$ cat src/rtl/ram_pkg.sv
// ram_pkg: default geometry shared by ram, ram_fifo_ctrl and their benches
package ram_pkg;
   localparam int RAM_WIDTH  = 8;
   localparam int RAM_DEPTH  = 512;
   localparam int ADDR_WIDTH = 9;
endpackage

$ cat src/rtl/fifo_ptr.sv
// fifo_ptr: wrapping address incrementer with synchronous active-low clear
module fifo_ptr #(
   parameter int DEPTH = ram_pkg::RAM_DEPTH,
   parameter int AW    = ram_pkg::ADDR_WIDTH
) (
   input  logic          clk,
   input  logic          rst_n,
   input  logic          inc,
   output logic [AW-1:0] ptr
);
   localparam logic [AW-1:0] LAST = AW'(DEPTH - 1);
   // advance on inc, wrapping at DEPTH-1 so non-power-of-two depths work
   always_ff @(posedge clk)
      if (!rst_n) ptr <= '0;
      else if (inc) ptr <= (ptr == LAST) ? '0 : ptr + 1'b1;
endmodule

$ cat src/rtl/ram_fifo_ctrl.sv
// ram_fifo_ctrl: push/pop FIFO controller owning the ports of an external dual-port ram
module ram_fifo_ctrl #(
   parameter int RAM_WIDTH     = ram_pkg::RAM_WIDTH,
   parameter int RAM_DEPTH     = ram_pkg::RAM_DEPTH,
   parameter int ADDR_WIDTH    = ram_pkg::ADDR_WIDTH,
   parameter int AFULL_THRESH  = RAM_DEPTH - 4,
   parameter int AEMPTY_THRESH = 4
) (
   input  logic                  clk,
   input  logic                  rst_n,
   input  logic                  push,
   input  logic [RAM_WIDTH-1:0]  push_data,
   input  logic                  pop,
   output logic [RAM_WIDTH-1:0]  pop_data,
   output logic                  pop_vld,
   output logic                  full,
   output logic                  empty,
   output logic                  almost_full,
   output logic                  almost_empty,
   output logic [ADDR_WIDTH:0]   count,
   output logic                  overflow,
   output logic                  underflow,
   output logic                  ram_wr_en,
   output logic                  ram_rd_en,
   output logic [ADDR_WIDTH-1:0] ram_wr_addr,
   output logic [ADDR_WIDTH-1:0] ram_rd_addr,
   output logic [RAM_WIDTH-1:0]  ram_wr_data,
   input  logic [RAM_WIDTH-1:0]  ram_rd_data
);
   localparam int CW = ADDR_WIDTH + 1;
   localparam logic [CW-1:0] FULL_C = CW'(RAM_DEPTH);
   localparam logic [CW-1:0] AF_C   = CW'(AFULL_THRESH);
   localparam logic [CW-1:0] AE_C   = CW'(AEMPTY_THRESH);
   logic push_ok, pop_ok;
   assign full         = count == FULL_C;
   assign empty        = count == '0;
   assign almost_full  = count >= AF_C;
   assign almost_empty = count <= AE_C;
   assign push_ok      = push & ~full;
   assign pop_ok       = pop & ~empty;
   assign ram_wr_en    = push_ok & rst_n;
   assign ram_rd_en    = pop_ok & rst_n;
   assign ram_wr_data  = push_data;
   assign pop_data     = ram_rd_data;
   fifo_ptr #(.DEPTH(RAM_DEPTH), .AW(ADDR_WIDTH)) u_wr_ptr (
      .clk(clk), .rst_n(rst_n), .inc(push_ok), .ptr(ram_wr_addr)
   );
   fifo_ptr #(.DEPTH(RAM_DEPTH), .AW(ADDR_WIDTH)) u_rd_ptr (
      .clk(clk), .rst_n(rst_n), .inc(pop_ok), .ptr(ram_rd_addr)
   );
   // occupancy: simultaneous accepted push and pop leave count unchanged
   always_ff @(posedge clk)
      if (!rst_n) count <= '0;
      else if (push_ok & ~pop_ok) count <= count + 1'b1;
      else if (pop_ok & ~push_ok) count <= count - 1'b1;
   // read-valid tracks the ram's one-cycle read latency; error flags are sticky
   always_ff @(posedge clk)
      if (!rst_n) begin
         pop_vld   <= 1'b0;
         overflow  <= 1'b0;
         underflow <= 1'b0;
      end else begin
         pop_vld   <= pop_ok;
         overflow  <= overflow | (push & full);
         underflow <= underflow | (pop & empty);
      end
endmodule

$ cat config.mk
export PLATFORM = sky130hd
export DESIGN_NAME = ram_fifo_ctrl
export DESIGN_NICKNAME = d
export VERILOG_FILES = /design/src/rtl/ram_pkg.sv /design/src/rtl/fifo_ptr.sv /design/src/rtl/ram_fifo_ctrl.sv
export SDC_FILE = /design/constraint.sdc
export NUM_CORES = 1
export LEC_CHECK = 0
export ABC_AREA = 1
export CORE_UTILIZATION = 45
export DETAILED_ROUTE_END_ITERATION = 6
export PLACE_DENSITY = 0.87
export REMOVE_ABC_BUFFERS = 1
export SETUP_SLACK_MARGIN = 0.5
export SLEW_MARGIN = 20
export SYNTH_ARGS = -nofsm -noshare
export SYNTH_HDL_FRONTEND = slang
export SYNTH_HIERARCHICAL = 1
export SYNTH_SLANG_ARGS = --single-unit
$ cat constraint.sdc
create_clock -name clk -period 7.2 [get_ports clk]
set_clock_uncertainty 0.1 [all_clocks]
set_input_delay 1.08 -clock clk [delete_from_list [all_inputs] [get_ports clk]]
set_output_delay 1.08 -clock clk [all_outputs]
set_load 0.02 [all_outputs]
== Yosys cells after proc, flatten, opt, wreduce, memory -nomap -nowiden ==
Index checks and enable logic that the tools add are counted.
Widths: inputs -> output; s select.

* Output and inout port bits: 53
* Flip-flop bits (word level): 31

* Order comparisons: 2
* Equality and inequality tests: 3
* Add/sub/neg operators: 4
* Muxes and demuxes: 4
* Bitwise logic cells: 14
* Reduce and logical (&&, ||, !) cells: 2

{| class="wikitable"
|+ Operator list
! operator !! number
|-
| $mux 10 || 2
|-
| $add 9x1->9 const B || 2
|-
| $eq 9x9->1 const B || 2
|-
| $mux 9 || 2
|-
| $add 10x1->10 const B || 1
|-
| $eq 10x10->1 const B || 1
|-
| $ge 10x9->1 const B || 1
|-
| $le 10x3->1 const B || 1
|-
| $logic_not 10->1 || 1
|-
| $sub 10x1->10 const B || 1
|-
| $and 1x1->1 || 8
|-
| $not 1->1 || 4
|-
| $or 1x1->1 || 2
|-
| $reduce_bool 2->1 || 1
|}

== Logic depth before layout (Yosys ltp) ==
* Word-level depth: 7
* Depth in mapped cells: 20
* Depth with buffers taken out: 20

== Hierarchy ==
Netlist, hierarchy kept.

{| class="wikitable"
|+ Modules (own cells, without submodules)
! module !! seq. area each (µm²) !! instances !! area each (µm²) !! cells each
|-
| ram_fifo_ctrl || 260.2 || 1 || 1196.1 || 183
|-
| fifo_ptr || 180.2 || 2 || 470.5 || 65
|}

== Worst setup path after synthesis ==
No wires, ideal clock.

* Path type: input to output
* From: input rst_n
* To: output ram_wr_en
* Data required time: 6020 ps
* Cell stages on the path: 3
* Path slack: 4242 ps
* Arrival time: 1778 ps
* Path through: inv_1 clkbuf_8 nor3_1

* Word-level cells in the longest chain between the ends: 1

{| class="wikitable"
|+ Ends and longest elaborated chain
! what !! RTL line !! text
|-
| from (decl) || ram_fifo_ctrl.sv:10 || <nowiki>input logic rst_n,</nowiki>
|-
| $and 1x1->1 || ram_fifo_ctrl.sv:41 || <nowiki>assign ram_wr_en = push_ok & rst_n;</nowiki>
|-
| to (decl) || ram_fifo_ctrl.sv:23 || <nowiki>output logic ram_wr_en,</nowiki>
|}

Every way passes these cells.

== Worst setup path in the final report ==
Ends and elaborated chain as after synthesis.

==> flow_summary.json <==
{
  "synth-seq-cells": 31,
  "fmax_mhz": 245,
  "postCtsHoldBufs": 0,
  "cts_tree": "done",
  "yosysWarnings": 6,
  "tns_ns": 0,
  "path_cells": "clkdlybuf4s50_1 -> inv_1 -> nor3_1 -> clkdlybuf4s50_1",
  "startpoint_type": "primary input",
  "root_buffer": "clkbuf_8",
  "endpoint_kind": "output pin",
  "crit_required_ns": 6.02,
  "fin_crit_sh": 0.567,
  "cp_common_cell": "clkdlybuf4s50_1",
  "finalSetupViolations": 0,
  "drive_gt1_frac": 0.0968,
  "ant_nets": 0,
  "p_leak_nw": 1.21,
  "synth_top_area_cell": "dfxtp_1",
  "synth.top_cell.area_share": 0.290,
  "drt_wl_total_um": 4980,
  "cts_made_buffers": 5,
  "cts_resized": 0,
  "cts.sinks": 31,
  "maxCapViolCount": 0,
  "power.density_mw_per_mm2": 379,
  "dp_slack_ns": 3.11,
  "core_sq_mm": 0.00444,
  "hpwl_um": 3810,
  "avgSynthCellArea_sq_um": 6.83,
  "slew_viol_final": 0,
  "synthArstFlopShare": 0,
  "syn_inst": 313,
  "die-area_sq_mm": 0.00503,
  "die_y_um": 70.9,
  "worstMarginPinSlew_ns": 0.756,
  "start_util": 0.481,
  "via_per_inst": 5.01,
  "num_io_pins": 73,
  "status": "finished, violations left",
  "rsz0062_at_grt": "false",
  "rows": 24,
  "ys_seq_area_frac": 0.290,
  "netlist_top_cells_area": "dfxtp_1 (29%), nand2_1 (12%), ha_1 (8.8%)",
  "synth_edf_count": 0,
  "violations": "DRC",
  "grt_pass1_wl_um": 8160,
  "htreeDepth": 2,
  "crit_fanout": 13,
  "drt_pass1_iterations": 7,
  "antenna_found_initial": 0,
  "synth_flop_cell": "dfxtp_1",
  "hold_viol": 0,
  "netlist-cell-type-count": 33,
  "max_stage_delay_ns": 0.67,
  "clkSlewWorstSetupHoldPaths_ns": 0.06,
  "drt_iter0_markers": 122,
  "cpMaxStageDelayCell": "clkdlybuf4s50_1",
  "fin_hold_ws_ns": 0.371,
  "worst_slack_ns": 3.12,
  "ir_drop_mv": 0.227,
  "post-cts-setup-buffer-count": 0,
  "nets": 376,
  "routabilityCongestion": 0.912,
  "critical_path_class": "in2out",
  "slew_headroom": 0.494,
  "worst_ep_arrival_time_ns": 2.90,
  "wl_per_cell_um": 12.7,
  "drcViolationCount": 4,
  "clockBufferDepth": 2,
  "port_buffers": 40,
  "worstSkewPairLatency_ns": 0.28,
  "track_usage": 0.207,
  "post-route-min-period_ns": 4.08,
  "synth_area_sq_mm": 0.00214,
  "diodes": 0,
  "grt.overflow.total": 0,
  "areaGrowthSynthToFinish_pct": 18.6,
  "vias": 1968,
  "grt_pass1_vias": 1858,
  "grt_start_max_net_pins": 14,
  "worst_hold_path_type": "reg2reg",
  "die-width_um": 70.9
}
## metrics by stage
stage	utilization	power, mW	std cells	cell area, sq um
2_1_floorplan	-	0.640	293	1970
3_3_place_gp	0.548	0.795	385	2430
3_5_place_dp	0.548	0.811	385	2430
4_1_cts	0.570	0.964	393	2530
5_1_grt	0.570	1.04	393	2530
6_report	0.570	0.962	393	2530
## cells by family (layout without fill, tap and decap cells)
group           after synthesis  in the layout  share of synthesized area
flops                        31             31                      0.290
compound gates               35             35                     0.0913
simple gates                156            156                      0.339
fa+ha+maj                    16             16                     0.0972
xor+xnor                      3              3                     0.0123
buf+inv                      72            100                      0.170
## where the power goes
group | internal [mW] | switching [mW] | leakage (nW)
logic | 0.222 | 0.338 | 0.906
clock network | 0.0871 | 0.0635 | 0.0515
registers | 0.206 | 0.0452 | 0.254
total | 0.515 | 0.447 | 1.21
## cell type report
cell class                      instances  area [sq um]
Fill cell                             396          1910
Sequential cell                        31           621
Tap cell                               52          65.1
Clock buffer                            8           100
Inverter                               52           195
Multi-Input combinational cell        210          1150
Timing Repair Buffer                   40           400
## synthesized netlist by cell type, types with 3 or more instances
cell / instances
nor3_1: 10
nand3_1: 19
nor2_4: 3
nand2_2: 4
dfxtp_1: 31
inv_1: 42
inv_2: 9
nand2_1: 68
a21oi_1: 21
ha_1: 15
o21ai_0: 7
nor2_1: 38
buf_6: 3
buf_4: 16
## critical path: cells and delay by family
family                 cells  cell delay (ns)
and+or+nand+nor            1             0.23
buffers and inverters      3             1.58
## flip-flops by register name, indices dropped and copies added (netlist names)
name,count
count,10
u_rd_ptr/ptr,9
u_wr_ptr/ptr,9
overflow,1
pop_vld,1
underflow,1
## layout by cell type, fill, tap and decap left out, types with 2 or more instances in the layout
cell type	n
ha_1	15
a21oi_1	21
nand2_1	68
nand3_2	2
nor3_1	10
nand2_4	2
nor2_2	2
xnor2_1	2
inv_1	42
o21ai_2	2
inv_2	9
clkdlybuf4s50_1	40
nand2_2	4
dfxtp_1	31
nor3b_1	2
nand4_1	2
nand3_1	19
clkbuf_8	7
nor2_4	3
nor4_1	2
nor2_1	38
o21ai_0	7
## path summary, 6_finish.rpt
kind	startpoint	end	slack [ns]	cells after the start
max	rst_n	ram_wr_en	3.12	4
min	underflow$_SDFF_PN0_	underflow$_SDFF_PN0_	0.37	2
max reg2reg	count[2]$_SDFFE_PN0P_	count[7]$_SDFFE_PN0P_	3.96	15
min reg2reg	underflow$_SDFF_PN0_	underflow$_SDFF_PN0_	0.37	2
## per-layer routing
layer / GRT usage / share of wire / vias up
met5: 0.0303 / 0 / -
met4: 0.102 / 0.025 / 0
met3: 0.0812 / 0.070 / 13
met2: 0.308 / 0.44 / 62
met1: 0.259 / 0.46 / 870
li1: - / - / 1023
Power figures use the tool's default switching activity.
